`config.mk`:
```
export PLATFORM = sky130hd
export DESIGN_NAME = stage_ex
export DESIGN_NICKNAME = d
export VERILOG_FILES = /design/src/rtl/tsc_defs_pkg.sv /design/src/rtl/tsc_alu.sv /design/src/rtl/stage_ex.sv
export SDC_FILE = /design/constraint.sdc
export NUM_CORES = 1
export LEC_CHECK = 0
export BUFFER_PORTS_ARGS = -buffer_cell sky130_fd_sc_hd__buf_2
export CORE_ASPECT_RATIO = 1.5
export CORE_MARGIN = 2
export CORE_UTILIZATION = 50
export CTS_CLUSTER_SIZE = 24
export DETAILED_ROUTE_END_ITERATION = 6
export MAX_ROUTING_LAYER = met4
export PLACE_DENSITY = 0.72
export SYNTH_ARGS = -nofsm -noshare
export SYNTH_HDL_FRONTEND = slang
export SYNTH_HIERARCHICAL = 1
export SYNTH_SLANG_ARGS = --single-unit
```
`constraint.sdc`:
```
create_clock -name clk -period 5.8 [get_ports clk]
set_input_delay 0.58 -clock clk [delete_from_list [all_inputs] [get_ports clk]]
set_output_delay 0.58 -clock clk [all_outputs]
set_load 0.01 [all_outputs]
```
`src/rtl/tsc_defs_pkg.sv`:
```
// Shared TSC definitions: widths, opcode/func codes, ALU ops, EX/MEM payload.
package tsc_defs_pkg;

  localparam int unsigned WORD_SIZE = 16;
  localparam int unsigned REG_W     = 2;
  localparam int unsigned OP_W      = 4;
  localparam int unsigned FUNC_W    = 6;

  localparam logic [REG_W-1:0] LINK_REG = 2'd2;

  // Primary opcodes
  localparam logic [OP_W-1:0] OP_BNE   = 4'd0;
  localparam logic [OP_W-1:0] OP_BEQ   = 4'd1;
  localparam logic [OP_W-1:0] OP_BGZ   = 4'd2;
  localparam logic [OP_W-1:0] OP_BLZ   = 4'd3;
  localparam logic [OP_W-1:0] OP_ADI   = 4'd4;
  localparam logic [OP_W-1:0] OP_ORI   = 4'd5;
  localparam logic [OP_W-1:0] OP_LHI   = 4'd6;
  localparam logic [OP_W-1:0] OP_LWD   = 4'd7;
  localparam logic [OP_W-1:0] OP_SWD   = 4'd8;
  localparam logic [OP_W-1:0] OP_JMP   = 4'd9;
  localparam logic [OP_W-1:0] OP_JAL   = 4'd10;
  localparam logic [OP_W-1:0] OP_RTYPE = 4'd15;

  // R-type func codes
  localparam logic [FUNC_W-1:0] FN_ADD = 6'd0;
  localparam logic [FUNC_W-1:0] FN_SUB = 6'd1;
  localparam logic [FUNC_W-1:0] FN_AND = 6'd2;
  localparam logic [FUNC_W-1:0] FN_ORR = 6'd3;
  localparam logic [FUNC_W-1:0] FN_NOT = 6'd4;
  localparam logic [FUNC_W-1:0] FN_TCP = 6'd5;
  localparam logic [FUNC_W-1:0] FN_SHL = 6'd6;
  localparam logic [FUNC_W-1:0] FN_SHR = 6'd7;
  localparam logic [FUNC_W-1:0] FN_JPR = 6'd25;
  localparam logic [FUNC_W-1:0] FN_JRL = 6'd26;
  localparam logic [FUNC_W-1:0] FN_WWD = 6'd28;
  localparam logic [FUNC_W-1:0] FN_HLT = 6'd29;

  // Opcode 0 (BNE) with no valid bit: MEM treats it as idle
  localparam logic [WORD_SIZE-1:0] NOP_INST = 16'h0000;

  // ALU ops 0..7 share encoding with the R-type func codes so decode can pass func through
  typedef enum logic [3:0] {
    ALU_ADD   = 4'd0,
    ALU_SUB   = 4'd1,
    ALU_AND   = 4'd2,
    ALU_OR    = 4'd3,
    ALU_NOT   = 4'd4,
    ALU_TCP   = 4'd5,
    ALU_SHL   = 4'd6,
    ALU_SHR   = 4'd7,
    ALU_PASSB = 4'd8
  } alu_op_e;

  // EX/MEM pipeline latch payload
  typedef struct packed {
    logic                 valid;
    logic [WORD_SIZE-1:0] inst;
    logic [WORD_SIZE-1:0] addr;
    logic [WORD_SIZE-1:0] write_data;
    logic [REG_W-1:0]     dest;
    logic                 reg_write;
  } exmem_t;

  function automatic logic [WORD_SIZE-1:0] sext8(input logic [7:0] v);
    return {{8{v[7]}}, v};
  endfunction

endpackage

```
`src/rtl/tsc_alu.sv`:
```
// Combinational TSC ALU: op and operands to result, arithmetic mod 2^16.
module tsc_alu
  import tsc_defs_pkg::*;
(
  input  logic [3:0]           i_op,
  input  logic [WORD_SIZE-1:0] i_a,
  input  logic [WORD_SIZE-1:0] i_b,
  output logic [WORD_SIZE-1:0] o_result
);

  // Operation select
  always_comb begin
    o_result = '0;
    case (i_op)
      ALU_ADD:   o_result = i_a + i_b;
      ALU_SUB:   o_result = i_a - i_b;
      ALU_AND:   o_result = i_a & i_b;
      ALU_OR:    o_result = i_a | i_b;
      ALU_NOT:   o_result = ~i_a;
      ALU_TCP:   o_result = ~i_a + WORD_SIZE'(1);
      ALU_SHL:   o_result = {i_a[WORD_SIZE-2:0], 1'b0};
      ALU_SHR:   o_result = {1'b0, i_a[WORD_SIZE-1:1]};
      ALU_PASSB: o_result = i_b;
      default:   o_result = '0;
    endcase
  end

endmodule

```
`src/rtl/stage_ex.sv`:
```
// TSC execute stage: operand forwarding, ALU, branch/jump resolution, EX/MEM latch.
module stage_ex
  import tsc_defs_pkg::*;
(
  input  logic                 clk,
  input  logic                 reset_n,
  input  logic                 in_valid,
  input  logic [15:0]          in_inst,
  input  logic [15:0]          in_pc,
  input  logic [15:0]          in_rs_data,
  input  logic [15:0]          in_rt_data,
  input  logic                 mem_wait,
  input  logic                 mem_fwd_en,
  input  logic [1:0]           mem_fwd_reg,
  input  logic [15:0]          mem_fwd_data,
  input  logic                 wb_fwd_en,
  input  logic [1:0]           wb_fwd_reg,
  input  logic [15:0]          wb_fwd_data,
  output logic                 ex_ready,
  output logic                 out_valid,
  output logic [15:0]          out_inst,
  output logic [15:0]          out_addr,
  output logic [15:0]          out_write_data,
  output logic [1:0]           out_dest,
  output logic                 out_reg_write,
  output logic                 redirect_valid,
  output logic [15:0]          redirect_pc,
  output logic [15:0]          wwd_value,
  output logic                 halted
);

  logic [OP_W-1:0]      w_opcode;
  logic [REG_W-1:0]     w_rs_idx, w_rt_idx, w_rd_idx;
  logic [FUNC_W-1:0]    w_func;
  logic [WORD_SIZE-1:0] w_simm, w_zimm, w_lhi_imm;
  logic [WORD_SIZE-1:0] w_rs_val, w_rt_val;
  logic [WORD_SIZE-1:0] w_br_target, w_jmp_target, w_link_val;
  logic [3:0]           w_alu_op;
  logic [WORD_SIZE-1:0] w_alu_b, w_alu_result;
  logic [REG_W-1:0]     w_dest;
  logic                 w_reg_write, w_link, w_taken, w_is_wwd, w_is_hlt, w_accept;
  logic [WORD_SIZE-1:0] w_target;

  exmem_t               r_exmem;
  logic                 r_redirect_valid;
  logic [WORD_SIZE-1:0] r_redirect_pc;
  logic [WORD_SIZE-1:0] r_wwd_value;
  logic                 r_halted;

  assign w_opcode     = in_inst[15:12];
  assign w_rs_idx     = in_inst[11:10];
  assign w_rt_idx     = in_inst[9:8];
  assign w_rd_idx     = in_inst[7:6];
  assign w_func       = in_inst[5:0];
  assign w_simm       = sext8(in_inst[7:0]);
  assign w_zimm       = {8'h00, in_inst[7:0]};
  assign w_lhi_imm    = {in_inst[7:0], 8'h00};
  assign w_link_val   = in_pc + WORD_SIZE'(1);
  assign w_br_target  = w_link_val + w_simm;
  assign w_jmp_target = {in_pc[15:12], in_inst[11:0]};

  // Operand forwarding: MEM result beats WB result beats register file
  always_comb begin
    w_rs_val = in_rs_data;
    if (mem_fwd_en && (mem_fwd_reg == w_rs_idx))     w_rs_val = mem_fwd_data;
    else if (wb_fwd_en && (wb_fwd_reg == w_rs_idx))  w_rs_val = wb_fwd_data;
    w_rt_val = in_rt_data;
    if (mem_fwd_en && (mem_fwd_reg == w_rt_idx))     w_rt_val = mem_fwd_data;
    else if (wb_fwd_en && (wb_fwd_reg == w_rt_idx))  w_rt_val = wb_fwd_data;
  end

  // Instruction decode: ALU control, destination, branch/jump resolution
  always_comb begin
    w_alu_op    = ALU_ADD;
    w_alu_b     = w_rt_val;
    w_dest      = '0;
    w_reg_write = 1'b0;
    w_link      = 1'b0;
    w_taken     = 1'b0;
    w_target    = w_br_target;
    w_is_wwd    = 1'b0;
    w_is_hlt    = 1'b0;
    case (w_opcode)
      OP_BNE: w_taken = (w_rs_val != w_rt_val);
      OP_BEQ: w_taken = (w_rs_val == w_rt_val);
      OP_BGZ: w_taken = !w_rs_val[WORD_SIZE-1] && (w_rs_val != '0);
      OP_BLZ: w_taken = w_rs_val[WORD_SIZE-1];
      OP_ADI: begin w_alu_b = w_simm;    w_dest = w_rt_idx; w_reg_write = 1'b1; end
      OP_ORI: begin w_alu_op = ALU_OR;   w_alu_b = w_zimm; w_dest = w_rt_idx; w_reg_write = 1'b1; end
      OP_LHI: begin w_alu_op = ALU_PASSB; w_alu_b = w_lhi_imm; w_dest = w_rt_idx; w_reg_write = 1'b1; end
      OP_LWD: begin w_alu_b = w_simm;    w_dest = w_rt_idx; w_reg_write = 1'b1; end
      OP_SWD: w_alu_b = w_simm;
      OP_JMP: begin w_taken = 1'b1; w_target = w_jmp_target; end
      OP_JAL: begin
        w_taken = 1'b1; w_target = w_jmp_target;
        w_link = 1'b1; w_dest = LINK_REG; w_reg_write = 1'b1;
      end
      OP_RTYPE: begin
        case (w_func)
          FN_ADD, FN_SUB, FN_AND, FN_ORR, FN_NOT, FN_TCP, FN_SHL, FN_SHR: begin
            w_alu_op = w_func[3:0]; w_dest = w_rd_idx; w_reg_write = 1'b1;
          end
          FN_JPR: begin w_taken = 1'b1; w_target = w_rs_val; end
          FN_JRL: begin
            w_taken = 1'b1; w_target = w_rs_val;
            w_link = 1'b1; w_dest = LINK_REG; w_reg_write = 1'b1;
          end
          FN_WWD: w_is_wwd = 1'b1;
          FN_HLT: w_is_hlt = 1'b1;
          default: ;
        endcase
      end
      default: ;
    endcase
  end

  tsc_alu u_alu (
    .i_op     (w_alu_op),
    .i_a      (w_rs_val),
    .i_b      (w_alu_b),
    .o_result (w_alu_result)
  );

  // Wrong-path instructions and anything after HLT become bubbles
  assign w_accept = in_valid && !r_redirect_valid && !r_halted;

  // EX/MEM latch, redirect pulse and architectural side registers
  always_ff @(posedge clk) begin
    if (!reset_n) begin
      r_exmem          <= '0;
      r_redirect_valid <= 1'b0;
      r_redirect_pc    <= '0;
      r_wwd_value      <= '0;
      r_halted         <= 1'b0;
    end else if (!mem_wait) begin
      if (w_accept) begin
        r_exmem.valid      <= 1'b1;
        r_exmem.inst       <= in_inst;
        r_exmem.addr       <= w_link ? w_link_val : w_alu_result;
        r_exmem.write_data <= w_rt_val;
        r_exmem.dest       <= w_dest;
        r_exmem.reg_write  <= w_reg_write;
        r_redirect_valid   <= w_taken;
        if (w_taken)  r_redirect_pc <= w_target;
        if (w_is_wwd) r_wwd_value   <= w_rs_val;
        if (w_is_hlt) r_halted      <= 1'b1;
      end else begin
        r_exmem.valid     <= 1'b0;
        r_exmem.inst      <= NOP_INST;
        r_exmem.reg_write <= 1'b0;
        r_redirect_valid  <= 1'b0;
      end
    end
  end

  assign ex_ready       = !mem_wait;
  assign out_valid      = r_exmem.valid;
  assign out_inst       = r_exmem.inst;
  assign out_addr       = r_exmem.addr;
  assign out_write_data = r_exmem.write_data;
  assign out_dest       = r_exmem.dest;
  assign out_reg_write  = r_exmem.reg_write;
  assign redirect_valid = r_redirect_valid;
  assign redirect_pc    = r_redirect_pc;
  assign wwd_value      = r_wwd_value;
  assign halted         = r_halted;

endmodule
```
==> impl_results.md, run 1 <==
* Synth Net Count at 1315
* Yosys warns at 6
* Hold Crit Class: register to register
* TritonCTS clock tree: built
* DPL Wire Length at 26900 um
* Ports at 193
* Final Critical Period at 5050 ps
* Leak at 4.23 nW
* Status: finished with violations
* Post-synth EDFFs at 0
* Ys flop type: dfxtp_1
* Final hold vios at 0
* Total chip power at 2.45 mW
* Critical Path Sink Type: register
* H-tree levels at 3
* Die area at 18500 sq um
* Routed length per placed instance at 23.0 um
* Die Wd at 112 um
* Final period util at 87.1%
* Initial Utilization at 50.5%
* RSZ-0062 raised after global routing: false
* Worst-path fanout max at 17
* Worst Path Arrival at 5250 ps
* First-pass GRT wire length at 53200 um
* Syn Std Cell Area at 8690 sq um
* Hold Buf Count CTS at 0
* Grt ovf at 0
* Tot GR Track Use at 38.1%
* First-pass iteration count of the detailed router at 7
* NumNets Final at 1473
* Syn_area_per_cell at 7.44 sq um
* Worst slack, placed at 571 ps
* CTS clk-pin slew, worst paths at 70 ps
* Slew Limit Fails at 0
* Core area at 17200 sq um
* Rows at 59
* CTS Buf Count at 9
* Crit start category: primary input
* Die height at 165 um
* Total negative slack at 0 ps
* Worst setup margin at 750 ps
* Layout cells sized above 1 at 23.0%
* Max-Slew Margin vs Limit at 15.8%
* Least-Margin Pin Slew at 1250 ps
* Critical setup path kind: primary input to register
* Post-CTS setup buffers at 0
* Max_cap viols at 0
* Commonest non-fill, non-tap cell in the layout: buf_2
* Most frequent cells in the layout: buf_2 (192), nor2_1 (124), nand2_1 (113)
* #FFs+latches synth at 86
* Ys async rst share at 0%
* DRT antenna net count at 0
* Final RePlAce weighted congestion at 1.09
* Count of cell types in the netlist at 77
* Worst EP required at 6000 ps
* Post-Route WL at 35400 um
* Non-filler cells, final at 1544
* ANT cells at 0
* Failing checks: DRC
* # clock sinks at 86
* Setup violators final at 0
* Post-layout util at 59.0%
* Area Overhead vs Synth at 16.8%
* Largest net degree at the start of global routing at 78
* Initial antenna violation count at 0
* Peak Freq at 0.198 GHz
* Inst Count DP at 1528
* Clock Latency Late Sink at 350 ps
* PortBufs at 192
* Clk root buf: clkbuf_16
* Initial DRC count at 933
* Post-Synthesis Cells at 1168
* Worst clock skew at 9.23 ps
* Vias in the first global route at 9521
* Post_cts resized at 0
* Via Count at 10000
* Max Root-Sink Buffers at 2
* Maximum VDD drop at 0.242 mV
* Vias per cell at 6.50
* Sequential element share of the synthesized area at 19.8%
* Drc violations at 3
* PwrDens at 242 nW/um^2
path summary, 6_finish.rpt:
check / from / endpoint / slack [ps] / cells after the start
hold / removal: out_addr[0]$_SDFFE_PN0P_ / out_addr[0]$_SDFFE_PN0P_ / 450 / 2
setup reg to reg: halted$_SDFFE_PN0P_ / wwd_value[0]$_SDFFE_PN0P_ / 3010 / 6
setup / recovery: in_inst[9] / out_addr[10]$_SDFFE_PN0P_ / 750 / 20
hold reg to reg: out_addr[0]$_SDFFE_PN0P_ / out_addr[0]$_SDFFE_PN0P_ / 450 / 2
kinds of logic (layout without fill, tap and decap cells):
group / after synthesis / in the layout / synth area share [%]
mux: 34 / 34 / 3.94
flops: 86 / 86 / 19.8
compound gates: 361 / 361 / 29.9
fa+ha+maj: 45 / 45 / 6.54
simple gates: 414 / 414 / 23.0
buf+inv: 133 / 296 / 6.72
xor+xnor: 95 / 95 / 10.1
per-layer routing:
metal / share of wire, % / wire length [um] / global-route usage (%)
met4: 8.1 / 2880 / 26.0
met5: 0 / 0 / -
met3: 7.9 / 2810 / 5.47
met2: 47 / 16800 / 63.9
met1: 37 / 12900 / 41.8
worst max-delay path: stages:
cell and delay, ps:
buf_2 190, xor2_1 210, or3_1 640, a31oi_1 400
a22o_1 340, inv_1 130, ha_1 270, a21oi_1 170
xnor2_1 150, ha_1 320, a21o_1 220, a21oi_1 200
a21oi_1 130, o2bb2ai_1 390, xnor2_1 160, a221o_1 320
mux2i_1 130, nor2_1 60, a21oi_1 180, nor2_1 60
Yosys cell counts, types with 5 or more instances:
| cell type | number | area, sq um |
|---|---|---|
| buf_2 | 12 | 60.1 |
| a31o_2 | 10 | 87.6 |
| a21o_1 | 9 | 67.6 |
| a32o_1 | 5 | 50.1 |
| o211ai_1 | 14 | 105 |
| a211oi_1 | 15 | 113 |
| and2_1 | 5 | 31.3 |
| nor3_1 | 20 | 100 |
| o221ai_1 | 8 | 70.1 |
| a221oi_1 | 11 | 96.3 |
| a31oi_2 | 6 | 75.1 |
| nand3_1 | 17 | 85.1 |
| nand3b_1 | 5 | 37.5 |
| a31oi_1 | 21 | 131 |
| dfxtp_1 | 86 | 1720 |
| or3_1 | 5 | 31.3 |
| a22o_1 | 10 | 87.6 |
| nand2b_1 | 17 | 106 |
| o31ai_1 | 34 | 255 |
| xnor2_1 | 56 | 490 |
| nor2_1 | 124 | 465 |
| nand2_1 | 113 | 424 |
| nand4_1 | 35 | 219 |
| inv_1 | 38 | 143 |
| o21ai_0 | 46 | 230 |
| clkbuf_1 | 60 | 225 |
| a22oi_1 | 31 | 233 |
| a31oi_4 | 7 | 149 |
| and3_1 | 5 | 31.3 |
| nor2b_1 | 8 | 50.1 |
| mux2i_1 | 32 | 320 |
| a221o_1 | 9 | 90.1 |
| buf_1 | 9 | 33.8 |
| nor4_1 | 42 | 263 |
| xor2_1 | 33 | 289 |
| o21ai_1 | 9 | 45.0 |
| ha_1 | 39 | 488 |
| buf_6 | 6 | 67.6 |
| a21oi_1 | 83 | 415 |
state kept, by name, indices dropped and copies added, names as in the netlist:
register and count:
halted 1, out_addr 16, out_dest 2, out_inst 16, out_reg_write 1, out_valid 1
out_write_data 16, redirect_pc 16, redirect_valid 1, wwd_value 16
metrics by stage:
stage	instance area, sq um	hold slack (ps)
floorplan	8690	476
finish	10100	450
global placement	9860	435
global route	10100	471
detailed placement	9860	445
CTS	10100	453
power by group:
part,total [mW],internal (mW),switching [mW]
Combinational,1.24,0.464,0.775
Clock,0.580,0.305,0.275
Sequential,0.636,0.620,0.0156
final cells by class:
class | instances | area, sq um
fillers | 1704 | 7050
multi-input cells | 949 | 6410
flip-flops and latches | 86 | 1720
well taps | 213 | 267
clock inverters | 7 | 68.8
inverters | 43 | 163
clock buffers | 9 | 225
repair buffers | 237 | 1300
Note: power is estimated with default switching activity, not from simulation.
==> run 2, diff against run 1 <==
--- a/config.mk
+++ b/config.mk
@@ -5,7 +5,7 @@
 export SDC_FILE = /design/constraint.sdc
 export NUM_CORES = 1
 export LEC_CHECK = 0
-export BUFFER_PORTS_ARGS = -buffer_cell sky130_fd_sc_hd__buf_2
+export BUFFER_PORTS_ARGS = -buffer_cell sky130_fd_sc_hd__buf_4
 export CORE_ASPECT_RATIO = 1.5
 export CORE_MARGIN = 2
 export CORE_UTILIZATION = 50
==> run 2 against run 1 <==
The run now ends clean. Largest power group unchanged. First-iteration DRC count shrank 13%. Die area is the same. Non-clock buffer count did not move. Sequential power hardly changed.
==> impl_results.md, run 2 (synthesized netlist as in run 1, its figures left out) <==
* Post-layout util at 61.8% (was 59.0%)
* Inst Count DP at 1528 (unchanged)
* Worst-path fanout max at 33 (was 17)
* Reg2reg start: halted$_SDFFE_PN0P_ (unchanged)
* Worst-path cell chain: buf_4, inv_1, o31ai_1, a31oi_2, a22o_1, or4_4, nor2_1, a31oi_1, nor2_1, xor2_1, ha_1, nand4_1, a211oi_1, o21ai_1, o211ai_1, mux2_2, o221ai_1, mux2i_1, nor2_1, a21oi_1, nor2_1 (was buf_2, xor2_1, or3_1, a31oi_1, a22o_1, inv_1, ha_1, a21oi_1, xnor2_1, ha_1, a21o_1, a21oi_1, a21oi_1, o2bb2ai_1, xnor2_1, a221o_1, mux2i_1, nor2_1, a21oi_1, nor2_1)
* Die Wd at 112 um (unchanged)
* Final RePlAce weighted congestion at 1.05 (was 1.09)
* Routed length per placed instance at 23.1 um (was 23.0 um)
* Setup violators final at 0 (unchanged)
* DRT antenna net count at 0 (unchanged)
* Non-filler cells, final at 1544 (unchanged)
* CTS clk-pin slew, worst paths at 80 ps (was 70 ps)
* PwrDens at 236 nW/um^2 (was 242 nW/um^2)
* Detail Route met2 WL at 17200 um (was 16800 um)
* H-tree levels at 3 (unchanged)
* Most frequent cells in the layout: buf_4 (237), nor2_1 (124), nand2_1 (113) (was buf_2 (192), nor2_1 (124), nand2_1 (113))
* Post-DP Area at 10300 sq um (was 9860 sq um)
* Post-Route WL at 35700 um (was 35400 um)
* Initial Utilization at 50.5% (unchanged)
* Worst EP required at 6090 ps (was 6000 ps)
* Rows at 59 (unchanged)
* Layout cells sized above 1 at 23.0% (unchanged)
* Least-Margin Pin Slew at 1340 ps (was 1250 ps)
* Total chip power at 2.51 mW (was 2.45 mW)
* Leak at 4.32 nW (was 4.23 nW)
* Hold WS at 462 ps (was 450 ps)
* Peak Freq at 0.202 GHz (was 0.198 GHz)
* DPL Wire Length at 27100 um (was 26900 um)
* Core area at 17200 sq um (unchanged)
* Vias per cell at 6.43 (was 6.50)
* CTS Buf Count at 9 (unchanged)
* Initial antenna violation count at 0 (unchanged)
* Initial DRC count at 812 (was 933)
* Worst setup margin at 857 ps (was 750 ps)
* Max-Slew Margin vs Limit at 9.75% (was 15.8%)
* Slew Limit Fails at 0 (unchanged)
* Post-CTS setup buffers at 0 (unchanged)
* Tot GR Track Use at 38.3% (was 38.1%)
* Clk root buf: clkbuf_16 (unchanged)
* Final Critical Period at 4940 ps (was 5050 ps)
* Area Overhead vs Synth at 22.4% (was 16.8%)
* PortBufs at 192 (unchanged)
* Post_cts resized at 0 (unchanged)
* Grt ovf at 0 (unchanged)
* NumNets Final at 1473 (unchanged)
* Uppermost routed layer: met4 (unchanged)
* Drc violations at 0 (was 3)
* Worst clock skew at 14.5 ps (was 9.23 ps)
* Hold_sp: out_addr[0]$_SDFFE_PN0P_ (unchanged)
* Hold Crit Class: register to register (unchanged)
* Final hold vios at 0 (unchanged)
* Metal-1 WL at 13500 um (was 12900 um)
* Die height at 165 um (unchanged)
* Max Root-Sink Buffers at 2 (unchanged)
* # clock sinks at 86 (unchanged)
* Status: complete, no violations (was finished with violations)
* Critical Path Sink Type: register (unchanged)
* First-pass GRT wire length at 53400 um (was 53200 um)
* CP max-delay cell: or4_4 (was or3_1)
* TritonCTS clock tree: built (unchanged)
* Final period util at 85.2% (was 87.1%)
* CP most frequent cell: nor2_1 (was a21oi_1)
* Total negative slack at 0 ps (unchanged)
* Vias in the first global route at 9456 (was 9521)
* First-pass iteration count of the detailed router at 5 (was 7)
* Crit path launch: wb_fwd_en (was in_inst[9])
* Crit start category: primary input (unchanged)
* Ports at 193 (unchanged)
* Max_cap viols at 0 (unchanged)
* Via Count at 9931 (was 10000)
* RSZ-0062 raised after global routing: false (unchanged)
* Maximum VDD drop at 0.189 mV (was 0.242 mV)
* ANT cells at 0 (unchanged)
* CP max stage delay at 570 ps (was 640 ps)
* Worst Path Arrival at 5230 ps (was 5250 ps)
* Hold Buf Count CTS at 0 (unchanged)
* Clock Latency Late Sink at 350 ps (about the same)
* Worst slack, placed at 518 ps (was 571 ps)
* Critical setup path kind: primary input to register (unchanged)
* Largest net degree at the start of global routing at 78 (unchanged)
* Post-route cell area at 10600 sq um (was 10100 sq um)
* Met3 WL at 2470 um (was 2810 um)
* Commonest non-fill, non-tap cell in the layout: buf_4 (was buf_2)
* Die area at 18500 sq um (unchanged)
[run 2: changes by cell type in the layout (fill, tap and decap cells not counted)]
cell / delta
inv_8: -1
clkinv_8: +1
buf_2: -192
buf_4: +192
[run 2: worst max-delay path, delay by kind of cell]
family	cells	cell delay (ps)
buffers and inverters	2	730
XOR/XNOR	1	80
AO/OA/AOI/OAI	9	1750
AND/OR/NAND/NOR	6	1230
adder cells (fa/ha/maj)	1	400
multiplexers	2	450
[run 2: path summary, 6_finish.rpt]
| kind | end | slack [ps] | depth (start not counted) |
|---|---|---|---|
| worst min-delay path | out_addr[0]$_SDFFE_PN0P_ | 460 | 2 |
| worst max-delay path | out_addr[13]$_SDFFE_PN0P_ | 860 | 21 |
| worst max register to register | wwd_value[2]$_SDFFE_PN0P_ | 3010 | 5 |
| worst min register to register | out_addr[0]$_SDFFE_PN0P_ | 460 | 2 |
[run 2: area by class of cell]
type	count	area, sq um
fillers	1620	6570
multi-input cells	949	6410
repair buffers	237	1780
flip-flops and latches	86	1720
well taps	213	267
clock buffers	9	225
inverters	43	163
clock inverters	7	73.8
[run 2: power breakdown]
group | internal [mW] | switching (mW)
Combinational | 0.501 | 0.781
Sequential | 0.620 | 0.0174
Clock | 0.306 | 0.287
[run 2: per-layer routing]
layer	vias up	GRT usage, %
met1	4610	43.3
met5	-	-
met2	519	63.9
met3	158	5.33
met4	0	24.4
li1	4644	-
